--- config.mk ---
export PLATFORM = sky130hd
export DESIGN_NAME = fetch_align
export DESIGN_NICKNAME = d
export VERILOG_FILES = /design/src/rtl/fetch_align.sv
export SDC_FILE = /design/constraint.sdc
export NUM_CORES = 1
export LEC_CHECK = 0
export CAP_MARGIN = 20
export CORE_UTILIZATION = 50
export DETAILED_ROUTE_END_ITERATION = 7
export PLACE_DENSITY = 0.75
export SLEW_MARGIN = 10
export SYNTH_ARGS = -nofsm -noshare
export SYNTH_HDL_FRONTEND = slang
export SYNTH_SLANG_ARGS = --single-unit
export TNS_END_PERCENT = 50
--- constraint.sdc ---
create_clock -name clock -period 5.2 [get_ports clock]
set_input_delay 1.04 -clock clock [delete_from_list [all_inputs] [get_ports clock]]
set_output_delay 1.04 -clock clock [all_outputs]
set_load 0.005 [all_outputs]
--- src/rtl/fetch_align.sv ---
// Fetch/align stage: buffers fetched words as halfwords and emits RVC or 32-bit instructions, including boundary straddlers.
// Define FETCHBUF_BYPASS_EN to present the first instruction of a word fetched into an empty buffer in the same cycle.
module fetch_align #(
  parameter int          DEPTH    = 8,
  parameter logic [31:0] RESET_PC = 32'h0000_0000
) (
  input  logic        clock,
  input  logic        reset,
  output logic        mem_valid,
  output logic [31:0] mem_addr,
  input  logic        mem_ready,
  input  logic [31:0] mem_rdata,
  input  logic        flush,
  input  logic [31:0] flush_pc,
  output logic        out_valid,
  input  logic        out_ready,
  output logic [31:0] out_instr,
  output logic [31:0] out_pc,
  output logic        out_rvc
);

  localparam int AW = $clog2(DEPTH);
  localparam int CW = AW + 1;
  localparam logic [CW-1:0] FETCH_LIMIT = CW'(DEPTH - 2);
`ifdef FETCHBUF_BYPASS_EN
  localparam bit BYP = 1'b1;
`else
  localparam bit BYP = 1'b0;
`endif

  logic [15:0]   r_fifo [DEPTH];
  logic [AW-1:0] r_head;
  logic [AW-1:0] r_tail;
  logic [CW-1:0] r_count;
  logic [31:0]   r_fetch_addr;
  logic [31:0]   r_pc;
  logic          r_skip_low;

  logic [15:0] w_h;
  logic [15:0] w_h1;
  logic        w_h_rvc;
  logic        w_reg_valid;
  logic        w_acc;
  logic [15:0] w_p0;
  logic        w_p0_rvc;
  logic        w_byp_valid;
  logic        w_take;
  logic        w_byp_take;
  logic [1:0]  w_pop_n;
  logic [1:0]  w_push_n;
  logic [15:0] w_d0;
  logic [15:0] w_d1;

  assign w_h         = r_fifo[r_head];
  assign w_h1        = r_fifo[r_head + AW'(1)];
  assign w_h_rvc     = (w_h[1:0] != 2'b11);
  assign w_reg_valid = ((r_count >= CW'(1)) && w_h_rvc) || ((r_count >= CW'(2)) && !w_h_rvc);

  assign mem_valid = reset && !flush && (r_count <= FETCH_LIMIT);
  assign mem_addr  = r_fetch_addr;
  assign w_acc     = mem_valid && mem_ready;

  // First parcel of the incoming word after dropping the low half on a mid-word redirect.
  assign w_p0        = r_skip_low ? mem_rdata[31:16] : mem_rdata[15:0];
  assign w_p0_rvc    = (w_p0[1:0] != 2'b11);
  assign w_byp_valid = BYP && (r_count == '0) && w_acc && (w_p0_rvc || !r_skip_low);

  always_comb begin
    out_valid = 1'b0;
    out_rvc   = 1'b0;
    out_instr = 32'h0;
    if (reset && !flush) begin
      if (r_count != '0) begin
        if (w_reg_valid) begin
          out_valid = 1'b1;
          out_rvc   = w_h_rvc;
          out_instr = w_h_rvc ? {16'h0, w_h} : {w_h1, w_h};
        end
      end else if (w_byp_valid) begin
        out_valid = 1'b1;
        out_rvc   = w_p0_rvc;
        out_instr = w_p0_rvc ? {16'h0, w_p0} : mem_rdata;
      end
    end
  end
  assign out_pc = r_pc;

  assign w_take     = out_valid && out_ready;
  assign w_byp_take = w_take && (r_count == '0);
  assign w_pop_n    = (w_take && !w_byp_take) ? (out_rvc ? 2'd1 : 2'd2) : 2'd0;

  always_comb begin
    w_push_n = 2'd0;
    w_d0     = mem_rdata[31:16];
    w_d1     = mem_rdata[31:16];
    if (w_acc) begin
      if (r_skip_low) begin
        w_push_n = w_byp_take ? 2'd0 : 2'd1;
      end else if (w_byp_take) begin
        w_push_n = out_rvc ? 2'd1 : 2'd0;
      end else begin
        w_push_n = 2'd2;
        w_d0     = mem_rdata[15:0];
      end
    end
  end

  always_ff @(posedge clock) begin
    if (w_push_n != 2'd0) r_fifo[r_tail] <= w_d0;
    if (w_push_n == 2'd2) r_fifo[r_tail + AW'(1)] <= w_d1;
  end

  always_ff @(posedge clock) begin
    if (!reset) begin
      r_head       <= '0;
      r_tail       <= '0;
      r_count      <= '0;
      r_fetch_addr <= {RESET_PC[31:2], 2'b00};
      r_skip_low   <= RESET_PC[1];
      r_pc         <= {RESET_PC[31:1], 1'b0};
    end else if (flush) begin
      r_head       <= '0;
      r_tail       <= '0;
      r_count      <= '0;
      r_fetch_addr <= flush_pc & ~32'h3;
      r_skip_low   <= flush_pc[1];
      r_pc         <= flush_pc & ~32'h1;
    end else begin
      r_tail  <= r_tail + AW'(w_push_n);
      r_head  <= r_head + AW'(w_pop_n);
      r_count <= r_count + CW'(w_push_n) - CW'(w_pop_n);
      if (w_acc) begin
        r_fetch_addr <= r_fetch_addr + 32'd4;
        r_skip_low   <= 1'b0;
      end
      if (w_take) r_pc <= r_pc + (out_rvc ? 32'd2 : 32'd4);
    end
  end

endmodule

==> results_dict.tcl <==
set metrics [dict create \
    grt_max_degree 56 \
    status "finished clean" \
    postSynthCellCount 1017 \
    cp.arrival_ns 3.80 \
    hold_viol_final 0 \
    fin_nets 1261 \
    rr_endpoint "out_pc[28]$_SDFFE_PN0P_" \
    port_buffers 163 \
    die_h_um 155 \
    max_stage_delay_ns 0.71 \
    cts_tree "built" \
    crit_chain "buf_4, mux4_2, mux2i_1, o21ai_1, buf_4, nand2_1, nand2_1, buf_4, nor2_1, clkdlybuf4s50_1" \
    critPathMaxFanout 15 \
    cts_buffers 17 \
    fin_ws_ns 0.364 \
    clkPwrFrac_pct 36.9 \
    synthArstFlopShare_pct 0 \
    fp.dieW_um 155 \
    seqPwrFrac_pct 48.5 \
    clock-sinks 200 \
    routed_wl_mm 33.1 \
    critPathLaunchType "flip-flop" \
    synth_common_cells "131 x mux2_2, 128 x edfxtp_1, 86 x a21oi_1, 81 x nand2_1, 72 x dfxtp_1" \
    min_path_cells 2 \
    peakVddDrop_v 0.000187 \
    ys_types 59 \
    min_from "out_pc[1]$_SDFFE_PN0P_" \
    reg2reg_slack_ns 0.75 \
    whs_ns 0.527 \
    syn-cell-area_um2 11700 \
    hpwlAfterDp_mm 22.6 \
    synthTopCellsByArea "edfxtp_1 33%, mux2_2 13%, dfxtp_1 12%" \
    wl_per_cell_um 22.1 \
    setup_tns_ns 0 \
    r2r-start "r_head[2]$_SDFF_PN0_" \
    clock.fmax_mhz 207 \
    relSlewSlack_pct 25.3 \
    synth_top_cell_area_share_pct 32.8 \
    area.growth.synth_to_final_pct 22.9 \
    cts.path.max_buffers 2 \
    reg2reg_depth 13 \
    min_period_over_period_pct 93.0 \
    crit_buf_inv 4 \
    fillers 1776 \
    cts_hold_repair.buffers 0 \
    crit_top_cell "buf_4" \
    min_period_ns 4.84 \
    avgSynthCellArea_um2 11.5 \
    rows 55 \
    gp_congestion 0.902 \
    cts-root-buf "clkbuf_16" \
    worstMarginPinSlew_ns 1.12 \
    initial_core_util_pct 51.4 \
    pre_cts_ws_ns 0.627 \
    power_frac_comb_pct 14.6 \
    ios 168 \
    cts_setup_buffers 0 \
    synth-seq-cells 200 \
    antenna_found_initial 0 \
    required_ns 4.16 \
    yosysSeqAreaShare_pct 45.1 \
    ant_nets 0 \
    yosysMostFrequentCell "mux2_2" \
    drc 0 \
    grt_pass1_vias 8989 \
    internal_power_uw 2710 \
    rsz0062_at_grt "no" \
    synth_edf_count 128 \
    drive_gt1_share_pct 23.5 \
    grt-ovfl-total 0 \
    avgViaCountPerCell 6.27 \
    critPathKind "reg2out" \
    yosys_warnings 0 \
    p_switching_uw 985 \
    postCtsResizedCells 0 \
    cap_viol_max_count 0 \
    clkTransAtPathRegs_ns 0.08 \
    core_area_um2 22800 \
    grt_first_pass_wirelength_mm 50.2 \
    diodes 0 \
    drv_slew 0 \
    htree_num_levels 4 \
    switching_share_pct 26.7 \
    dieArea_um2 24000 \
    crit_path_end_kind "output pin" \
    hold_end "out_pc[1]$_SDFFE_PN0P_" \
    clock_latency_ns 0.45 \
    cpLargestDelayFamily "buffers and inverters" \
    track_usage_pct 27.7 \
    p_leak_uw 0.00464 \
    drt_iter0_drc 869 \
    setup_viol 0 \
    powerDensity_nw_per_um2 257 \
    synth_area_leader_cell "edfxtp_1" \
    first_pass_iters 6 \
    hold_class "reg2reg" \
    synth_ff_type "edfxtp_1" \
    skew_ns 0.0162 \
    vias 9399 \
    cpMaxStageDelayCell "dfxtp_1" \
]
==> registers in the layout, indices dropped and copies added (netlist names) <==
name / cells
r_fifo: 128
out_pc: 31
mem_addr: 30
r_count: 4
r_head: 3
r_tail: 3
r_skip_low: 1
==> metal layers <==
layer  global-route usage [%]  wire length [µm]  vias up
met3                     4.71              2470       53
met2                     46.6             16300      451
li1                         -                 -     4251
met1                     35.9             13300     4644
met4                     10.1               925        0
met5                        0                 0        -
==> layout by cell type (no fill, tap or decap), types with 19 or more instances in the layout <==
master           count
nor3_1              22
dfxtp_1             70
clkdlybuf4s50_1    163
inv_1               21
nand2_1             81
edfxtp_1           128
mux4_2              64
buf_4               37
nand3_1             25
a21oi_1             86
mux2_2             131
nor2_1              63
o21ai_0             53
a31oi_1             19
==> worst max-delay path by stage <==
stage                         startpoint                       to  slack (ns)  depth (start not counted)
CTS                 r_head[2]$_SDFF_PN0_             out_instr[0]        0.35                         10
floorplan                          flush  out_pc[26]$_SDFFE_PN0P_        1.10                         13
detailed placement                 flush    r_count[3]$_SDFF_PN0_        0.63                         13
global route        r_head[2]$_SDFF_PN0_             out_instr[0]        0.23                         10
global placement                   flush    r_count[3]$_SDFF_PN0_        0.62                         13
finish              r_head[2]$_SDFF_PN0_             out_instr[0]        0.36                         10
==> worst reg2reg max path: cells and delay by family, from the launching register on <==
kind                       cells  cell delay (ns)
AOI/OAI and AO/OA              4             1.08
adders and majority gates      1             0.27
buffers and inverters          3             0.63
DFF                            1             0.71
muxes                          2             0.67
and+or+nand+nor                3             1.00
==> power by group through the flow <==
stage | sequential (µW) | combinational [µW] | clock (µW)
after floorplan | 1810 | 289 | 0
after global placement | 1820 | 521 | 0
after detailed placement | 1830 | 531 | 0
after CTS | 1790 | 536 | 1370
after global routing | 1800 | 581 | 1420
final | 1790 | 540 | 1360
==> per-stage QoR <==
step / util (%) / instances / instance area (µm²) / total power [µW]
floorplan: - / 1019 / 11700 / 2100
global placement: 60.5 / 1467 / 13800 / 2350
detailed placement: 60.5 / 1467 / 13800 / 2360
CTS: 63.1 / 1499 / 14400 / 3690
global route: 63.2 / 1500 / 14400 / 3800
finish: 63.2 / 1500 / 14400 / 3690
==> cell type report <==
class / instances / area [µm²] / share of cell area (%)
multi-input cells: 730 / 6100 / 42.4
flip-flops and latches: 200 / 5290 / 36.8
repair buffers: 201 / 1920 / 13.3
clock buffers: 17 / 425 / 2.96
well taps: 313 / 392 / 2.72
clock inverters: 15 / 171 / 1.19
inverters: 24 / 90.1 / 0.626
==> logic make-up after synthesis <==
family | synth area share [%]
simple gates | 10.8
fa+ha+maj | 2.24
compound gates | 10.6
other cells | 0.0320
mux | 26.3
xor+xnor | 1.79
buf+inv | 3.10
flops | 45.1
No activity file was read; power rests on OpenSTA's default activity.
